$ cat src/rtl/vga_pixel_fetch_pkg.sv
// Shared types and frame constants for the cellular-RAM background pixel fetcher.
package vga_fetch_pkg;

   typedef enum logic [1:0] {
      IDLE    = 2'd0,
      SETUP   = 2'd1,
      WAIT    = 2'd2,
      CAPTURE = 2'd3
   } fetch_state_e;

   localparam int H_PIX          = 640;
   localparam int V_PIX          = 480;
   localparam int BYTES_PER_WORD = 2;
   localparam int WORD_W         = 16;

   // Low byte is the earlier pixel in the stored image.
   function automatic logic [7:0] pixel_byte(input logic [WORD_W-1:0] word, input logic sel);
      return sel ? word[15:8] : word[7:0];
   endfunction

endpackage

$ cat src/rtl/vga_pixel_fetch_if.sv
// RAM pin bundle plus the pixel handshake towards the VGA colour stage.
interface vga_pixel_fetch_if #(
   parameter int ADDR_W = 26
);
   logic              frame_start;
   logic              pix_rd;
   logic [15:0]       MemDB;
   logic [ADDR_W-1:0] MemAdr;
   logic              ce_L;
   logic              oe_L;
   logic              we_L;
   logic              lb_L;
   logic              ub_L;
   logic              RamADV_L;
   logic              RamCLK;
   logic              RamCRE;
   logic              FlashCS;
   logic [7:0]        pix_data;
   logic              pix_valid;
   logic              underrun;

   modport master (
      input  frame_start, pix_rd, MemDB,
      output MemAdr, ce_L, oe_L, we_L, lb_L, ub_L, RamADV_L, RamCLK, RamCRE, FlashCS,
      output pix_data, pix_valid, underrun
   );

   modport slave (
      output frame_start, pix_rd, MemDB,
      input  MemAdr, ce_L, oe_L, we_L, lb_L, ub_L, RamADV_L, RamCLK, RamCRE, FlashCS,
      input  pix_data, pix_valid, underrun
   );
endinterface

$ cat src/rtl/vga_pixel_fetch_word_fifo.sv
// Small word FIFO between the RAM capture and the pixel output stage; flush wins over push/pop.
module word_fifo
   import vga_fetch_pkg::*;
#(
   parameter int DEPTH = 8
) (
   input  logic                   clk,
   input  logic                   rst,
   input  logic                   flush_i,
   input  logic                   push_i,
   input  logic [WORD_W-1:0]      data_i,
   input  logic                   pop_i,
   output logic [WORD_W-1:0]      data_o,
   output logic [$clog2(DEPTH):0] count_o
);
   localparam int PTR_W = $clog2(DEPTH);

   logic [WORD_W-1:0] mem_q [DEPTH];
   logic [PTR_W-1:0]  wr_ptr_q;
   logic [PTR_W-1:0]  rd_ptr_q;
   logic [PTR_W:0]    count_q;
   logic              do_push_s;
   logic              do_pop_s;

   assign do_push_s = push_i && !flush_i && (count_q != (PTR_W+1)'(DEPTH));
   assign do_pop_s  = pop_i && !flush_i && (count_q != (PTR_W+1)'(0));
   assign data_o    = mem_q[rd_ptr_q];
   assign count_o   = count_q;

   always_ff @(posedge clk) begin
      if (do_push_s) begin
         mem_q[wr_ptr_q] <= data_i;
      end
   end

   always_ff @(posedge clk or posedge rst) begin
      if (rst) begin
         wr_ptr_q <= PTR_W'(0);
         rd_ptr_q <= PTR_W'(0);
         count_q  <= (PTR_W+1)'(0);
      end else if (flush_i) begin
         wr_ptr_q <= PTR_W'(0);
         rd_ptr_q <= PTR_W'(0);
         count_q  <= (PTR_W+1)'(0);
      end else begin
         if (do_push_s) wr_ptr_q <= wr_ptr_q + PTR_W'(1);
         if (do_pop_s)  rd_ptr_q <= rd_ptr_q + PTR_W'(1);
         count_q <= count_q + {{PTR_W{1'b0}}, do_push_s} - {{PTR_W{1'b0}}, do_pop_s};
      end
   end

endmodule

$ cat src/rtl/vga_pixel_fetch.sv
// Async-mode cellular-RAM read engine streaming background pixels, one byte per pix_rd.
module vga_pixel_fetch
   import vga_fetch_pkg::*;
#(
   parameter int                ADDR_W      = 26,
   parameter logic [ADDR_W-1:0] BASE_ADDR   = {ADDR_W{1'b0}},
   parameter int                FRAME_WORDS = H_PIX * V_PIX / BYTES_PER_WORD,
   parameter int                WAIT_CYCLES = 4,
   parameter int                FIFO_DEPTH  = 8
) (
   input logic               clk,
   input logic               rst,
   vga_pixel_fetch_if.master bus
);
   localparam int CNT_W = $clog2(FRAME_WORDS + 1);
   localparam int FC_W  = $clog2(FIFO_DEPTH) + 1;
   localparam int WC_W  = (WAIT_CYCLES > 2) ? $clog2(WAIT_CYCLES - 1) : 1;

   fetch_state_e      state_q;
   logic [WC_W-1:0]   wait_cnt_q;
   logic [CNT_W-1:0]  word_cnt_q;
   logic              active_q;
   logic [ADDR_W-1:0] adr_q;
   logic              ce_n_q;
   logic              oe_n_q;
   logic [7:0]        pix_data_q, pix_data_d;
   logic              pix_valid_q, pix_valid_d;
   logic              byte_sel_q, byte_sel_d;
   logic              underrun_q, underrun_d;

   logic [WORD_W-1:0] head_s;
   logic [FC_W-1:0]   fifo_cnt_s;
   logic [FC_W:0]     occupancy_s;
   logic              inflight_s, issue_s, last_wait_s, push_s, take_s, load_s, pop_s;

   // A read in SETUP/WAIT already owns a FIFO slot, so it counts towards occupancy.
   assign inflight_s  = (state_q == SETUP) || (state_q == WAIT);
   assign occupancy_s = {1'b0, fifo_cnt_s} + {{FC_W{1'b0}}, inflight_s};
   assign issue_s     = active_q && (occupancy_s < (FC_W+1)'(FIFO_DEPTH))
                        && (word_cnt_q < CNT_W'(FRAME_WORDS));
   assign last_wait_s = (state_q == WAIT) && (wait_cnt_q == WC_W'(WAIT_CYCLES - 2));
   assign push_s      = last_wait_s && !bus.frame_start;
   assign take_s      = bus.pix_rd && pix_valid_q && !bus.frame_start;
   assign load_s      = (!pix_valid_q || take_s) && (fifo_cnt_s != FC_W'(0)) && !bus.frame_start;
   assign pop_s       = load_s && byte_sel_q;

   word_fifo #(.DEPTH(FIFO_DEPTH)) u_fifo (
      .clk     (clk),
      .rst     (rst),
      .flush_i (bus.frame_start),
      .push_i  (push_s),
      .data_i  (bus.MemDB),
      .pop_i   (pop_s),
      .data_o  (head_s),
      .count_o (fifo_cnt_s)
   );

   // Read sequencer: RAM strobes and address are registered alongside the state.
   always_ff @(posedge clk or posedge rst) begin
      if (rst) begin
         state_q    <= IDLE;
         wait_cnt_q <= WC_W'(0);
         word_cnt_q <= CNT_W'(0);
         active_q   <= 1'b0;
         adr_q      <= BASE_ADDR;
         ce_n_q     <= 1'b1;
         oe_n_q     <= 1'b1;
      end else if (bus.frame_start) begin
         state_q    <= IDLE;
         wait_cnt_q <= WC_W'(0);
         word_cnt_q <= CNT_W'(0);
         active_q   <= 1'b1;
         adr_q      <= BASE_ADDR;
         ce_n_q     <= 1'b1;
         oe_n_q     <= 1'b1;
      end else begin
         case (state_q)
            IDLE: begin
               if (issue_s) begin
                  state_q <= SETUP;
                  ce_n_q  <= 1'b0;
                  oe_n_q  <= 1'b0;
               end
            end
            SETUP: begin
               state_q    <= WAIT;
               wait_cnt_q <= WC_W'(0);
            end
            WAIT: begin
               if (last_wait_s) begin
                  state_q    <= CAPTURE;
                  ce_n_q     <= 1'b1;
                  oe_n_q     <= 1'b1;
                  adr_q      <= adr_q + ADDR_W'(1);
                  word_cnt_q <= word_cnt_q + CNT_W'(1);
               end else begin
                  wait_cnt_q <= wait_cnt_q + WC_W'(1);
               end
            end
            CAPTURE: state_q <= IDLE;
            default: begin
               state_q <= IDLE;
               ce_n_q  <= 1'b1;
               oe_n_q  <= 1'b1;
            end
         endcase
      end
   end

   // Output byte stage refills from the FIFO head whenever it is empty or being taken.
   always_comb begin
      pix_data_d  = pix_data_q;
      pix_valid_d = pix_valid_q;
      byte_sel_d  = byte_sel_q;
      underrun_d  = underrun_q;
      if (bus.frame_start) begin
         pix_data_d  = 8'h00;
         pix_valid_d = 1'b0;
         byte_sel_d  = 1'b0;
         underrun_d  = 1'b0;
      end else begin
         if (load_s) begin
            pix_data_d  = pixel_byte(head_s, byte_sel_q);
            pix_valid_d = 1'b1;
            byte_sel_d  = ~byte_sel_q;
         end else if (take_s) begin
            pix_data_d  = 8'h00;
            pix_valid_d = 1'b0;
         end else begin
            pix_data_d  = pix_data_q;
            pix_valid_d = pix_valid_q;
         end
         if (bus.pix_rd && !pix_valid_q) begin
            underrun_d = 1'b1;
         end else begin
            underrun_d = underrun_q;
         end
      end
   end

   always_ff @(posedge clk or posedge rst) begin
      if (rst) begin
         pix_data_q  <= 8'h00;
         pix_valid_q <= 1'b0;
         byte_sel_q  <= 1'b0;
         underrun_q  <= 1'b0;
      end else begin
         pix_data_q  <= pix_data_d;
         pix_valid_q <= pix_valid_d;
         byte_sel_q  <= byte_sel_d;
         underrun_q  <= underrun_d;
      end
   end

   assign bus.MemAdr    = adr_q;
   assign bus.ce_L      = ce_n_q;
   assign bus.oe_L      = oe_n_q;
   assign bus.lb_L      = ce_n_q;
   assign bus.ub_L      = ce_n_q;
   assign bus.we_L      = 1'b1;
   assign bus.RamADV_L  = 1'b0;
   assign bus.RamCLK    = 1'b0;
   assign bus.RamCRE    = 1'b0;
   assign bus.FlashCS   = 1'b1;
   assign bus.pix_data  = pix_data_q;
   assign bus.pix_valid = pix_valid_q;
   assign bus.underrun  = underrun_q;

endmodule

$ cat src/flat_wrapper.sv
// flat-port wrapper written by rule: the top's interface ports become plain ports
module vga_pixel_fetch_flat import vga_fetch_pkg::*;
#(
   parameter int                ADDR_W      = 26,
   parameter logic [ADDR_W-1:0] BASE_ADDR   = {ADDR_W{1'b0}},
   parameter int                FRAME_WORDS = H_PIX * V_PIX / BYTES_PER_WORD,
   parameter int                WAIT_CYCLES = 4,
   parameter int                FIFO_DEPTH  = 8
)
  (clk, rst, bus_frame_start, bus_pix_rd, bus_MemDB, bus_MemAdr, bus_ce_L, bus_oe_L, bus_we_L, bus_lb_L, bus_ub_L, bus_RamADV_L, bus_RamCLK, bus_RamCRE, bus_FlashCS, bus_pix_data, bus_pix_valid, bus_underrun);
  vga_pixel_fetch_if #(.ADDR_W(ADDR_W)) bus_i ();
  input logic clk;
  input logic rst;
  input wire logic [$bits(bus_i.frame_start)-1:0] bus_frame_start;
  input wire logic [$bits(bus_i.pix_rd)-1:0] bus_pix_rd;
  input wire logic [$bits(bus_i.MemDB)-1:0] bus_MemDB;
  output wire logic [$bits(bus_i.MemAdr)-1:0] bus_MemAdr;
  output wire logic [$bits(bus_i.ce_L)-1:0] bus_ce_L;
  output wire logic [$bits(bus_i.oe_L)-1:0] bus_oe_L;
  output wire logic [$bits(bus_i.we_L)-1:0] bus_we_L;
  output wire logic [$bits(bus_i.lb_L)-1:0] bus_lb_L;
  output wire logic [$bits(bus_i.ub_L)-1:0] bus_ub_L;
  output wire logic [$bits(bus_i.RamADV_L)-1:0] bus_RamADV_L;
  output wire logic [$bits(bus_i.RamCLK)-1:0] bus_RamCLK;
  output wire logic [$bits(bus_i.RamCRE)-1:0] bus_RamCRE;
  output wire logic [$bits(bus_i.FlashCS)-1:0] bus_FlashCS;
  output wire logic [$bits(bus_i.pix_data)-1:0] bus_pix_data;
  output wire logic [$bits(bus_i.pix_valid)-1:0] bus_pix_valid;
  output wire logic [$bits(bus_i.underrun)-1:0] bus_underrun;
  assign bus_i.frame_start = bus_frame_start;
  assign bus_i.pix_rd = bus_pix_rd;
  assign bus_i.MemDB = bus_MemDB;
  assign bus_MemAdr = bus_i.MemAdr;
  assign bus_ce_L = bus_i.ce_L;
  assign bus_oe_L = bus_i.oe_L;
  assign bus_we_L = bus_i.we_L;
  assign bus_lb_L = bus_i.lb_L;
  assign bus_ub_L = bus_i.ub_L;
  assign bus_RamADV_L = bus_i.RamADV_L;
  assign bus_RamCLK = bus_i.RamCLK;
  assign bus_RamCRE = bus_i.RamCRE;
  assign bus_FlashCS = bus_i.FlashCS;
  assign bus_pix_data = bus_i.pix_data;
  assign bus_pix_valid = bus_i.pix_valid;
  assign bus_underrun = bus_i.underrun;
  vga_pixel_fetch #(.ADDR_W(ADDR_W), .BASE_ADDR(BASE_ADDR), .FRAME_WORDS(FRAME_WORDS), .WAIT_CYCLES(WAIT_CYCLES), .FIFO_DEPTH(FIFO_DEPTH)) u_core (.clk(clk), .rst(rst), .bus(bus_i));
endmodule
$ cat config.mk
export PLATFORM = sky130hd
export DESIGN_NAME = vga_pixel_fetch_flat
export DESIGN_NICKNAME = d
export VERILOG_FILES = /design/src/rtl/vga_pixel_fetch_pkg.sv /design/src/rtl/vga_pixel_fetch_if.sv /design/src/rtl/vga_pixel_fetch_word_fifo.sv /design/src/rtl/vga_pixel_fetch.sv /design/src/flat_wrapper.sv
export SDC_FILE = /design/constraint.sdc
export NUM_CORES = 1
export LEC_CHECK = 0
export ABC_AREA = 0
export CAP_MARGIN = 25
export CELL_PAD_IN_SITES_DETAIL_PLACEMENT = 2
export CELL_PAD_IN_SITES_GLOBAL_PLACEMENT = 2
export CORE_MARGIN = 1.5
export CORE_UTILIZATION = 46
export DETAILED_ROUTE_END_ITERATION = 10
export GPL_TIMING_DRIVEN = 0
export HOLD_SLACK_MARGIN = 0.1
export PLACE_DENSITY = 0.89
export SLEW_MARGIN = 20
export SYNTH_ARGS = -nofsm -noshare
export SYNTH_HDL_FRONTEND = slang
export SYNTH_SLANG_ARGS = --single-unit
$ cat constraint.sdc
create_clock -name clk -period 5.6 [get_ports clk]
set_input_delay 1.12 -clock clk [delete_from_list [all_inputs] [get_ports clk]]
set_output_delay 1.12 -clock clk [all_outputs]
set_load 0.005 [all_outputs]
### Yosys cells after proc, flatten, opt, wreduce, memory -nomap -nowiden

Memories as Yosys holds them, arrays and structs flattened.
Cells that the tools add are included.

| word-level totals | value |
|---|---|
| flip-flop bits (word level) | 71 |
| RAM bits | 128 |
| input bits | 20 |
| output and inout port bits | 45 |
| word-level logic and storage cells | 101 |
| memories | 1 |

| operators by class | value |
|---|---|
| $add $sub $neg | 8 |
| order comparisons | 2 |
| equal/unequal tests | 8 |
| multiplexer cells | 35 |
| bitwise logic cells | 1 |
| reductions and logical operators | 33 |

Memory list:

| name | words | bits a word | read ports | clocked after memory_dff | wr ports | line | source |
|---|---|---|---|---|---|---|---|
| u_core.u_fifo.mem_q | 8 | 16 | 1 | 0 | 1 | vga_pixel_fetch_word_fifo.sv:18 | `logic [WORD_W-1:0] mem_q [DEPTH];` |

Operator list:

| operator | number |
|---|---|
| 2-to-1 mux 26 bit | 3 |
| 2-to-1 mux 18 bit | 3 |
| 2-to-1 mux 8 bit | 4 |
| adder 26 x 1 -> 26 bit (second input constant) | 1 |
| adder 18 x 1 -> 18 bit (second input constant) | 1 |
| < comparator 18 bit (second input constant) | 1 |
| logical AND 1 bit | 14 |
| 2-to-1 mux 1 bit | 12 |
| 2-to-1 mux 3 bit | 4 |
| nonzero test 2 bit | 6 |
| 2-to-1 mux 2 bit | 5 |
| nonzero test 3 bit | 3 |
| one-hot mux 2 bit (4 select lines) | 1 |
| adder 3 x 1 -> 3 bit (second input constant) | 2 |
| == test 2 bit (second input constant) | 3 |
| != test 3 x 2 -> 1 bit (second input constant) | 2 |
| AND reduction 2 bit | 3 |
| adder 4 x 1 -> 5 bit | 1 |
| < comparator 5 x 4 -> 1 bit (second input constant) | 1 |
| adder 4 x 1 -> 4 bit | 1 |
| 2-to-1 mux 4 bit | 1 |
| != test 4 bit (second input constant) | 1 |
| one-hot mux 2 bit (2 select lines) | 1 |
| nonzero test 4 bit | 1 |
| other kinds (10) | 12 |

### Depth between registers and ports, before layout

Gate-level depths: netlist of the first run.

| depth | value |
|---|---|
| depth in word-level cells | 10 |
| depth in mapped cells | 13 |
| mapped depth without buffers | 13 |

### By module

Synthesis of the first run repeated with hierarchy kept, for this count alone.

| unflattened totals | value |
|---|---|
| cell total of the unflattened synthesis | 598 |
| area, all modules | 8,856.0 um2 |

Modules (own cells, without submodules):

| module | times used | cells each | area an instance (um2) | sequential area each (um2) |
|---|---|---|---|---|
| word_fifo | 1 | 259 | 5,589.1 | 4,093.9 |
| vga_pixel_fetch | 1 | 339 | 3,266.9 | 1,527.7 |

### Least setup slack after synthesis of the first run

OpenSTA, ideal clock, no wires.

| timing | value |
|---|---|
| path type | input to register |
| start point | input port bus_frame_start |
| end point | memory u_core.u_fifo.mem_q[0][0] (enable) |
| setup time | 409 ps |
| arrival | 3,085 ps |
| data required time | 5,191 ps |
| slack | 2,106 ps |
| stages on the path | 4 |
| path buffers | 1 |
| cell sequence | clkbuf_1 > a211oi_1 > nand2b_1 > nor3_1 |

| between the ends | value |
|---|---|
| word-level cells in the longest chain between the ends | 6 |

RTL lines:

| element | line | source |
|---|---|---|
| start: declaration | flat_wrapper.sv:14 | `input wire logic [$bits(bus_i.frame_start)-1:0] bus_frame_start;` |
| logical NOT 1 bit (*) | vga_pixel_fetch_word_fifo.sv:25, vga_pixel_fetch.sv:42 |  |
| logical AND 1 bit | vga_pixel_fetch.sv:42 | `assign push_s = last_wait_s && !bus.frame_start;` |
| logical AND 1 bit (*) (2 in a row) | vga_pixel_fetch_word_fifo.sv:25 | `assign do_push_s = push_i && !flush_i && (count_q != (PTR_W+1)'(DEPTH));` |
| 2-to-1 mux 1 bit (*) | vga_pixel_fetch_word_fifo.sv:31 | `if (do_push_s) begin` |
| 2-to-1 mux 1 bit (not written as such) (*) | vga_pixel_fetch_word_fifo.sv:32 | `mem_q[wr_ptr_q] <= data_i;` |
| end: declaration | vga_pixel_fetch_word_fifo.sv:18 |  |

Every way passes the cells marked *; elsewhere a longest branch is shown, timed or not.

### Worst setup path in the final report of the first run

| timing | value |
|---|---|
| start point | input port bus_pix_rd |
| end point | register u_core.u_fifo.count_q[3], in the netlist u_core.u_fifo.count_o[3] |

| between the ends | value |
|---|---|
| word-level cells in the longest chain between the ends | 10 |

RTL lines:

| element | line | source |
|---|---|---|
| start: declaration | flat_wrapper.sv:15 | `input wire logic [$bits(bus_i.pix_rd)-1:0] bus_pix_rd;` |
| logical AND 1 bit (2 in a row) | vga_pixel_fetch.sv:43 | `assign take_s = bus.pix_rd && pix_valid_q && !bus.frame_start;` |
| logical OR 1 bit | vga_pixel_fetch.sv:44 | `assign load_s = (!pix_valid_q \|\| take_s) && (fifo_cnt_s != FC_W'(0)) && !bus.frame_start;` |
| logical AND 1 bit (2 in a row) | vga_pixel_fetch.sv:44 |  |
| logical AND 1 bit | vga_pixel_fetch.sv:45 | `assign pop_s = load_s && byte_sel_q;` |
| logical AND 1 bit (2 in a row) | vga_pixel_fetch_word_fifo.sv:26 | `assign do_pop_s = pop_i && !flush_i && (count_q != (PTR_W+1)'(0));` |
| subtractor 4 x 1 -> 4 bit | vga_pixel_fetch_word_fifo.sv:48 | `count_q <= count_q + {{PTR_W{1'b0}}, do_push_s} - {{PTR_W{1'b0}}, do_pop_s};` |
| 2-to-1 mux 4 bit | vga_pixel_fetch_word_fifo.sv:41 | `end else if (flush_i) begin` |
| end signal: assignment | vga_pixel_fetch_word_fifo.sv:40 | `count_q <= (PTR_W+1)'(0);` |
| end signal: assignment | vga_pixel_fetch_word_fifo.sv:44 | `count_q <= (PTR_W+1)'(0);` |
| end signal: assignment | vga_pixel_fetch_word_fifo.sv:48 |  |
| end: declaration | vga_pixel_fetch_word_fifo.sv:21 | `logic [PTR_W:0] count_q;` |

Every way passes these cells.
A chain may end at the register's enable or synchronous reset.

==> impl_metrics.tcl, run 1 <==
set metrics [dict create \
    outcome "finished with violations" \
    violations "design-rule violations" \
    avgViaCountPerCell 5.85 \
    drt_first_pass_iters 7 \
    cts_buffer_depth 2 \
    synthesis.area_sq_um 8550 \
    dieHeight_microns 139 \
    syn_inst 575 \
    vdd_drop_max_mv 0.193 \
    synth_common_cells "128 x edfxtp_1, 70 x dfrtp_1, 56 x nor2_1, 40 x mux4_2, 31 x nand2_1" \
    power_density_nw_per_um2 299 \
    fin_ws_ns 1.87 \
    cts_num_sinks 199 \
    core_area_sq_um 18100 \
    r2r_end "u_core.u_fifo.mem_q[0][2]$_DFFE_PP_" \
    hold_end "u_core.active_q$_DFFE_PP0P_" \
    post-synth-top-area-cell "edfxtp_1" \
    tritoncts.num_buffers 17 \
    num_vias 5311 \
    synth_top_cell_area_share_pct 44.9 \
    power_leakage_nw 3.60 \
    synth_area_per_cell_sq_um 14.9 \
    postCtsSetupBuffers 0 \
    worst_pin_slew_ns 0.881 \
    num-fill-cells 1560 \
    dpl.hpwl_microns 17500 \
    post-place-ws_ns 1.47 \
    die_w_microns 139 \
    fin_util_pct 56.5 \
    grt.total_usage_pct 27.5 \
    cp_max_fo 10 \
    finalWirelength_microns 25000 \
    gp_congestion 0.815 \
    min_period_ns 3.73 \
    area_delta_synth_final_pct 19.6 \
    whs_path_depth 1 \
    finalCritPeriodShare_pct 66.6 \
    crit_type "in2reg" \
    crit_slowest_cell "nor3_2" \
    synth_fa_ha_area_share_pct 2.72 \
    worstHoldStart "u_core.active_q$_DFFE_PP0P_" \
    grt_pass1_wl_microns 38300 \
    ff_latch_area_sq_um 5620 \
    clk_latency_ns 0.45 \
    drv_slew 0 \
    grt_pass1_vias 6137 \
    yosysMostFrequentCell "edfxtp_1" \
    ys_seq_area_share_pct 65.7 \
    synth_area_leaders "edfxtp_1 45%, dfrtp_1 20%, mux4_2 11%" \
    max_freq_mhz 268 \
    synth_top_family_by_area "multiplexers" \
    yosys_warnings 0 \
    synth.mux.area_fraction_pct 10.7 \
    rsz0062_at_grt "no" \
    synth_async_sr_flop_share_pct 35.7 \
    rrSetupSlack_ns 2.11 \
    synth_edf_count 128 \
    yosys.area_share.simple_pct 10.0 \
    path_clk_slew_ns 0.09 \
    hold_viol 0 \
    setup_viol 0 \
    layout-drive-gt1-share_pct 16.5 \
    antenna_left 0 \
    fp-row-count 49 \
    cts_tree "built" \
    cts_root_buf "clkbuf_16" \
    fin_nets 704 \
    hold_path_class "reg2reg" \
    maxCapViolCount 0 \
    grt_max_degree 55 \
    synth_ff_type "edfxtp_1" \
    synth_seq_cells 199 \
    die_area_sq_um 19400 \
    arrival_ns 4.04 \
    start_util_pct 47.3 \
    multi_input_area_sq_um 2710 \
    reg2reg_depth 8 \
    regToRegStartpoint "u_core.state_q[0]$_DFFE_PP0P_" \
    overflow 0 \
    relSlewSlack_pct 41.2 \
    start_kind "input port" \
    drt_iter0_markers 343 \
    htree_levels 4 \
    worstSetupEndpointType "flip-flop" \
    yosysUniqueCellTypes 46 \
    synth_xor_area_share_pct 3.99 \
    wl_per_cell_microns 27.6 \
    ios 65 \
    port_buffers 58 \
    clock_skew_ns 0.0142 \
    required_ns 5.92 \
    fin_tns_setup_ns 0 \
    holdBufCountCts 0 \
    antenna_found_initial 0 \
    cts_repair_resize_count 0 \
    drc_errors 8 \
    antenna_cells 0 \
    synth-compound-area-share_pct 3.76 \
    cp_cell_sequence "clkdlybuf4s50_1 -> nor2b_1 -> nor3_2 -> nand2_1 -> inv_1 -> ha_1 -> inv_1 -> ha_1 -> a21o_1 -> a21oi_1 -> xnor2_1 -> nor2_1" \
    slowest_delay_ns 0.64 \
]
[cells in the final DEF (no fill, tap or decap), drive strengths merged, types with 17 or more instances in the layout]
master	n
mux4	40
edfxtp	128
clkbuf	35
inv	27
ha	17
clkdlybuf4s50	58
xnor2	24
nand2	31
nor2	56
buf	25
dfrtp	70
[critical path: cells and delay by family]
| kind | cells | cell delay (ns) |
|---|---|---|
| buffers and inverters | 3 | 0.81 |
| xor gates and xnor gates | 1 | 0.15 |
| adders and majority gates | 2 | 0.45 |
| AOI/OAI and AO/OA | 2 | 0.38 |
| and+or+nand+nor | 4 | 1.13 |
[how the worst max path moves through the flow]
stage                          from                                   end  slack, ns  cells past startpoint
global placement    bus_frame_start  u_core.u_fifo.mem_q[0][15]$_DFFE_PP_       0.67                      4
finish                   bus_pix_rd    u_core.u_fifo.count_o[3]$_DFF_PP0_       1.87                     12
floorplan           bus_frame_start   u_core.u_fifo.mem_q[0][0]$_DFFE_PP_       2.11                      4
CTS                      bus_pix_rd    u_core.u_fifo.count_o[3]$_DFF_PP0_       1.92                     12
global route             bus_pix_rd    u_core.u_fifo.count_o[3]$_DFF_PP0_       1.74                     12
detailed placement       bus_pix_rd    u_core.u_fifo.count_o[3]$_DFF_PP0_       1.47                     12
[logic make-up after synthesis]
kind of cell / after synthesis
multiplexers: 41
XOR/XNOR: 39
AO/OA/AOI/OAI: 52
other: 2
buffers and inverters: 53
AND/OR/NAND/NOR: 171
adder cells (fa/ha/maj): 18
flip-flops: 199
[power by group]
part / total, mW / switching (mW) / internal [mW] / leakage, nW
clock network: 1.26 / 0.651 / 0.614 / 0.293
registers: 1.60 / 0.0160 / 1.58 / 2.13
logic: 0.193 / 0.110 / 0.0832 / 1.18
total: 3.05 / 0.777 / 2.28 / 3.60
[registers in the layout, summed over array words and instances, names as in the netlist, 2 cells and up]
| signal | cells |
|---|---|
| u_core.u_fifo.rd_ptr_q | 3 |
| u_core.state_q | 2 |
| u_core.wait_cnt_q | 2 |
| u_core.bus.MemAdr | 26 |
| u_core.u_fifo.count_o | 4 |
| u_core.u_fifo.wr_ptr_q | 3 |
| u_core.word_cnt_q | 18 |
| u_core.bus.pix_data | 8 |
| u_core.u_fifo.mem_q | 128 |
[area by class of cell]
class | count | share of cell area, %
Inverter | 21 | 0.795
Timing Repair Buffer | 69 | 7.12
Clock inverter | 15 | 1.92
Multi-Input combinational cell | 326 | 26.5
Sequential cell | 199 | 55.0
Tap cell | 229 | 2.80
Clock buffer | 17 | 4.16
Buffer | 32 | 1.76
[metal layers]
layer	wire length [microns]	vias to the layer above	GRT usage, %
met5	0	-	0
li1	-	2298	-
met3	1070	41	5.26
met1	9530	2821	31.5
met2	13800	151	49.9
met4	624	0	12.2
[per-stage QoR]
| stage | hold slack (ns) | instances | total power [mW] | instance area, sq um |
|---|---|---|---|---|
| 3_5_place_dp | 0.474 | 876 | 1.81 | 9610 |
| 5_1_grt | 0.534 | 908 | 3.13 | 10200 |
| 3_3_place_gp | 0.454 | 865 | 1.78 | 9430 |
| 6_report | 0.528 | 908 | 3.05 | 10200 |
| 4_1_cts | 0.522 | 908 | 3.07 | 10200 |
| 2_1_floorplan | 0.430 | 578 | 1.71 | 8560 |
Note: power is estimated with default switching activity, not from simulation.
==> inputs of run 2 (changes only) <==
--- a/config.mk
+++ b/config.mk
@@ -10,11 +10,11 @@
 export CELL_PAD_IN_SITES_DETAIL_PLACEMENT = 2
 export CELL_PAD_IN_SITES_GLOBAL_PLACEMENT = 2
 export CORE_MARGIN = 1.5
-export CORE_UTILIZATION = 46
+export CORE_UTILIZATION = 38
 export DETAILED_ROUTE_END_ITERATION = 10
 export GPL_TIMING_DRIVEN = 0
 export HOLD_SLACK_MARGIN = 0.1
-export PLACE_DENSITY = 0.89
+export PLACE_DENSITY = 0.79
 export SLEW_MARGIN = 20
 export SYNTH_ARGS = -nofsm -noshare
 export SYNTH_HDL_FRONTEND = slang
==> constraint.sdc (replaced) <==
create_clock -name clk -period 3.15 [get_ports clk]
set_input_delay 0.63 -clock clk [delete_from_list [all_inputs] [get_ports clk]]
set_output_delay 0.63 -clock clk [all_outputs]
set_load 0.005 [all_outputs]
==> run 2 against run 1 <==
The run still ends with design-rule violations left. Sequential share of layout area decreased by 0.76 points. Utilization decreased by 9.3 points. Final area increased by 1.4%. Global-route usage decreased by 6.8 points. Total power increased by 81%. Clock skew increased by 0.0015 ns. Via count decreased by 1.8%. Clock power increased by 87%. Cell count increased by 5.9%. Highest routed layer unchanged. Combinational power increased by 69%. First-iteration DRC count decreased by 25%. Critical path type is now reg2reg.
==> impl_metrics.tcl, run 2 (synthesis results as in run 1) <==
set metrics [dict create \
    port_buffers 58 \
    p_int_mw 4.08 \
    grt_pass1_vias 5867 \
    num-fill-cells 2028 \
    drv_slew 0 \
    grt_pass1_wl_microns 35900 \
    violations "design-rule violations" \
    crit_slowest_cell "nor3_2" \
    rrSetupSlack_ns 0.21 \
    drt_iter0_markers 258 \
    dieHeight_microns 153 \
    die_area_sq_um 23400 \
    layout_commonest_cell "edfxtp_1" \
    maxCapViolCount 0 \
    fin_nets 707 \
    drc_errors 1 \
    clk_latency_ns 0.45 \
    crit_type "reg2reg" \
    finalCritPeriodShare_pct 93.4 \
    crit_buf_inv 4 \
    worst_pin_slew_ns 1.03 \
    hold_viol 0 \
    htree_levels 4 \
    core_area_sq_um 22000 \
    outcome "finished with violations" \
    cts_num_sinks 199 \
    antenna_left 0 \
    num_vias 5214 \
    cp_common_cell "buf_4" \
    grt.total_usage_pct 20.6 \
    drt_first_pass_iters 9 \
    vdd_drop_max_mv 0.334 \
    largest_reg_flops 128 \
    max_freq_mhz 340 \
    cts_tree "built" \
    relSlewSlack_pct 31.6 \
    start_util_pct 38.9 \
    power_density_nw_per_um2 533 \
    cp_cell_sequence "inv_1 -> ha_1 -> buf_4 -> nand2_1 -> a211oi_4 -> nand2b_1 -> nor3_2 -> buf_4 -> buf_6" \
    combPwrFrac_pct 5.9 \
    antenna_cells 0 \
    min_period_ns 2.94 \
    cp_max_fo 9 \
    worstSetupEndpointType "flip-flop" \
    reg2reg_depth 9 \
    power_leakage_nw 3.63 \
    crit_family "simple AND/OR/NAND/NOR gates" \
    r2r_end "u_core.u_fifo.mem_q[0][0]$_DFFE_PP_" \
    area_delta_synth_final_pct 21.3 \
    p_total_mw 5.52 \
    layout_common_cells "128 x edfxtp_1, 70 x dfrtp_1, 58 x clkdlybuf4s50_1" \
    tritoncts.num_buffers 17 \
    gp_congestion 0.754 \
    p_switching_mw 1.44 \
    path_clk_slew_ns 0.09 \
    avgViaCountPerCell 5.42 \
    start_kind "flip-flop" \
    finalWirelength_microns 23000 \
    required_ns 3.32 \
    regToRegStartpoint "u_core.state_q[0]$_DFFE_PP0P_" \
    antenna_found_initial 0 \
    wl_per_cell_microns 23.9 \
    dpl.hpwl_microns 15500 \
    top_register "u_core.u_fifo.mem_q" \
    layout-drive-gt1-share_pct 17.2 \
    slowest_delay_ns 0.44 \
    overflow 0 \
    ios 65 \
    whs_ns 0.495 \
    pwr-share-seq_pct 51.3 \
    fp-row-count 54 \
    whs_path_depth 1 \
    fin_tns_setup_ns 0 \
    cts_root_buf "clkbuf_16" \
    rsz0062_at_grt "yes" \
    setup_viol 0 \
    pwr-share-clk_pct 42.8 \
    die_w_microns 153 \
    worstHoldStart "u_core.active_q$_DFFE_PP0P_" \
    hold_path_class "reg2reg" \
    clock_skew_ns 0.0156 \
    grt_max_degree 45 \
    cts_buffer_depth 2 \
    arrival_ns 3.11 \
    hold_end "u_core.active_q$_DFFE_PP0P_" \
    swShare_pct 26.1 \
]
==> run 2: cell count changes in the layout (fill, tap and decap cells not counted), sizes merged <==
cell and change:
clkinv -3, inv +4, clkinvlp -1, buf +3
==> run 2: repair_timing <==
action                     CTS  global route
setup endpoints to repair  113            38
hold buffers                 0             0
setup buffers                0             2
pin swaps                    0             1
gates resized for setup      2             2
==> run 2: metrics by stage <==
| stage | cell area [sq um] | instances | setup WS (ns) | utilization, % |
|---|---|---|---|---|
| after floorplan | 8560 | 578 | 0.0426 | - |
| after global placement | 9490 | 916 | -1.58 | 43.2 |
| after detailed placement | 9670 | 927 | -0.515 | 44.1 |
| after CTS | 10300 | 959 | 0.0284 | 47.0 |
| after global routing | 10400 | 962 | -0.000718 | 47.2 |
| final | 10400 | 962 | 0.209 | 47.2 |
==> run 2: worst max-delay path by stage <==
stage | start | cells past startpoint | slack [ns] | end
2_1_floorplan | u_core.state_q[0]$_DFFE_PP0P_ | 7 | 0.04 | u_core.u_fifo.mem_q[0][0]$_DFFE_PP_
5_1_grt | u_core.state_q[0]$_DFFE_PP0P_ | 8 | -0.0007 | u_core.u_fifo.mem_q[2][1]$_DFFE_PP_
3_3_place_gp | u_core.state_q[0]$_DFFE_PP0P_ | 7 | -1.58 | u_core.u_fifo.mem_q[1][2]$_DFFE_PP_
3_5_place_dp | bus_pix_rd | 12 | -0.52 | u_core.u_fifo.count_o[3]$_DFF_PP0_
6_report | u_core.state_q[0]$_DFFE_PP0P_ | 9 | 0.21 | u_core.u_fifo.mem_q[0][0]$_DFFE_PP_
4_1_cts | u_core.u_fifo.count_o[2]$_DFF_PP0_ | 13 | 0.03 | u_core.u_fifo.count_o[3]$_DFF_PP0_
==> run 2: cell type report <==
type / instances / area [sq um] / area share (%)
Buffer: 32 / 180 / 1.74
Clock buffer: 17 / 425 / 4.10
Clock inverter: 15 / 218 / 2.10
Inverter: 21 / 81.3 / 0.784
Multi-Input combinational cell: 326 / 2730 / 26.3
Sequential cell: 199 / 5620 / 54.2
Tap cell: 280 / 350 / 3.38
Timing Repair Buffer: 72 / 762 / 7.35
==> run 2: worst register-to-register path, delay by kind of cell, from the launching register on <==
family | cells | cell delay, ns
AOI/OAI and AO/OA | 1 | 0.43
DFF | 1 | 0.41
and+or+nand+nor | 3 | 0.88
adders and majority gates | 1 | 0.16
buffers and inverters | 4 | 0.78
==> run 2: routing by layer <==
| layer | vias up | wire length [microns] | track usage, % |
|---|---|---|---|
| met1 | 2780 | 9710 | 25.3 |
| met3 | 26 | 682 | 3.26 |
| met5 | - | 0 | 0 |
| met2 | 103 | 12200 | 37.6 |
| li1 | 2305 | - | - |
| met4 | 0 | 400 | 6.07 |
==> run 2: power groups by stage <==
stage	Combinational (mW)	Clock, mW	Sequential [mW]
2_1_floorplan	0.162	0	2.88
3_5_place_dp	0.319	0	2.89
6_report	0.326	2.36	2.83
5_1_grt	0.358	2.48	2.84
4_1_cts	0.328	2.39	2.83
3_3_place_gp	0.287	0	2.89
==> inputs of run 3 (changes only) <==
--- a/config.mk
+++ b/config.mk
@@ -7,10 +7,10 @@
 export LEC_CHECK = 0
 export ABC_AREA = 0
 export CAP_MARGIN = 25
-export CELL_PAD_IN_SITES_DETAIL_PLACEMENT = 2
-export CELL_PAD_IN_SITES_GLOBAL_PLACEMENT = 2
+export CELL_PAD_IN_SITES_DETAIL_PLACEMENT = 0
+export CELL_PAD_IN_SITES_GLOBAL_PLACEMENT = 1
 export CORE_MARGIN = 1.5
-export CORE_UTILIZATION = 38
+export CORE_UTILIZATION = 44
 export DETAILED_ROUTE_END_ITERATION = 10
 export GPL_TIMING_DRIVEN = 0
 export HOLD_SLACK_MARGIN = 0.1
==> run 3 against run 2 <==
Maximum frequency grew 1.9%. Total power is 2.9% lower. Highest routed layer unchanged. Clock power fell by 6%. Setup slack improved by 0.056 ns. Non-clock buffer count decreased by 3. Via count shrank 2.5%. The flow now finishes without violations. Largest power group unchanged. Flip-flop and latch count did not move. Final area is 1.1% lower.
==> impl_metrics.tcl, run 3 (synthesis results as in run 1) <==
set metrics [dict create \
    path_clk_slew_ns 0.07 \
    drc_errors 0 \
    fin_nets 704 \
    clk_latency_ns 0.45 \
    p_total_mw 5.36 \
    drv_slew 0 \
    grt_max_degree 42 \
    worstSetupEndpointType "flip-flop" \
    top_register "u_core.u_fifo.mem_q" \
    hold_viol 0 \
    largest_reg_flops 128 \
    regToRegStartpoint "u_core.u_fifo.count_o[2]$_DFF_PP0_" \
    max_freq_mhz 347 \
    rsz0062_at_grt "no" \
    area_delta_synth_final_pct 20.0 \
    hold_path_class "reg2reg" \
    grt_pass1_wl_microns 27700 \
    r2r_end "u_core.u_fifo.count_o[2]$_DFF_PP0_" \
    required_ns 3.45 \
    num_vias 5085 \
    dpl.hpwl_microns 12200 \
    whs_path_depth 1 \
    rrSetupSlack_ns 0.27 \
    whs_ns 0.474 \
    cts_buffer_depth 2 \
    hold_end "u_core.active_q$_DFFE_PP0P_" \
    grt.total_usage_pct 18.6 \
    finalWirelength_microns 17400 \
    drt_iter0_markers 312 \
    holdBufCountCts 0 \
    crit_type "in2reg" \
    layout_commonest_cell "edfxtp_1" \
    dieHeight_microns 142 \
    fp-row-count 50 \
    layout-drive-gt1-share_pct 16.5 \
    antenna_cells 0 \
    arrival_ns 3.19 \
    antenna_left 0 \
    die_area_sq_um 20300 \
    finalCritPeriodShare_pct 91.6 \
    ios 65 \
    die_w_microns 142 \
    fin_util_pct 54.3 \
    htree_levels 4 \
    cts_root_buf "clkbuf_16" \
    cts_num_sinks 199 \
    power_density_nw_per_um2 523 \
    power_leakage_nw 3.61 \
    overflow 0 \
    setup_viol 0 \
    start_kind "input port" \
    outcome "complete, no violations" \
    start_util_pct 45.3 \
    wl_per_cell_microns 18.6 \
    worstHoldStart "u_core.active_q$_DFFE_PP0P_" \
    port_buffers 58 \
    relSlewSlack_pct 40.7 \
    grt_pass1_vias 5010 \
    reg2reg_depth 12 \
    antenna_found_initial 0 \
    cts_tree "built" \
    vdd_drop_max_mv 0.527 \
    worst_pin_slew_ns 0.889 \
    maxCapViolCount 0 \
    drt_first_pass_iters 5 \
    tritoncts.num_buffers 17 \
    avgViaCountPerCell 5.42 \
    cp_max_fo 10 \
    core_area_sq_um 18900 \
    min_period_ns 2.89 \
    layout_common_cells "128 x edfxtp_1, 70 x dfrtp_1, 58 x clkdlybuf4s50_1" \
    gp_congestion 0.772 \
    clock_skew_ns 0.0123 \
]
[run 3: cell types whose count changed in the layout (fill, tap and decap cells not counted), sizes merged]
cell and delta:
bufinv +1, inv -1, clkinvlp -1, clkinv +1, buf -3
[run 3: per-stage QoR]
step / setup TNS, ns / instances / area (sq um) / setup slack (ns)
after CTS: 0 / 939 / 10300 / 0.234
after floorplan: 0 / 578 / 8560 / 0.0426
after global placement: -122.03 / 896 / 9470 / -1.36
after detailed placement: -0.524 / 907 / 9640 / -0.202
after global routing: 0 / 939 / 10300 / 0.0189
final: 0 / 939 / 10300 / 0.265
[run 3: metal layers]
layer | GRT usage, % | part of all wire [%]
met5 | 0 | 0
met4 | 5.37 | 1.5
met1 | 24.4 | 44
met2 | 30.9 | 49
met3 | 4.74 | 5.3
[run 3: report_power, final]
part | internal [mW] | total, mW | leakage [nW] | switching, mW
Clock | 1.16 | 2.23 | 0.303 | 1.08
Sequential | 2.81 | 2.83 | 2.13 | 0.0241
Combinational | 0.143 | 0.295 | 1.17 | 0.152
Total | 4.11 | 5.36 | 3.61 | 1.25
[run 3: worst max path at each step]
stage / slack, ns / endpoint / cells after the start / start
floorplan: 0.04 / u_core.u_fifo.mem_q[0][0]$_DFFE_PP_ / 7 / u_core.state_q[0]$_DFFE_PP0P_
global placement: -1.36 / u_core.u_fifo.mem_q[0][1]$_DFFE_PP_ / 7 / u_core.state_q[0]$_DFFE_PP0P_
detailed placement: -0.20 / u_core.u_fifo.count_o[1]$_DFF_PP0_ / 10 / bus_pix_rd
CTS: 0.23 / u_core.u_fifo.count_o[2]$_DFF_PP0_ / 12 / u_core.u_fifo.count_o[2]$_DFF_PP0_
global route: 0.02 / u_core.u_fifo.count_o[3]$_DFF_PP0_ / 13 / u_core.u_fifo.count_o[3]$_DFF_PP0_
finish: 0.26 / u_core.u_fifo.count_o[1]$_DFF_PP0_ / 10 / bus_pix_rd
[run 3: critical path, cell delays in order]
cell	delay (ns)
clkdlybuf4s50_1	0.52
nor2b_1	0.11
nor3_2	0.56
nand2_1	0.19
inv_1	0.16
ha_1	0.24
inv_1	0.06
ha_1	0.17
fa_1	0.41
nor2b_1	0.13
[run 3: what timing repair did]
action	4_1_cts	5_1_grt
endpoints found under the setup margin	3	0
resized for setup	1	0
setup buffers	0	0
[run 3: layout make-up]
cell class | instances | area [sq um]
repair buffers | 69 | 721
well taps | 260 | 325
inverters | 21 | 81.3
multi-input cells | 326 | 2710
fillers | 1537 | 8630
clock buffers | 17 | 425
plain buffers | 32 | 180
flip-flops and latches | 199 | 5620
clock inverters | 15 | 193
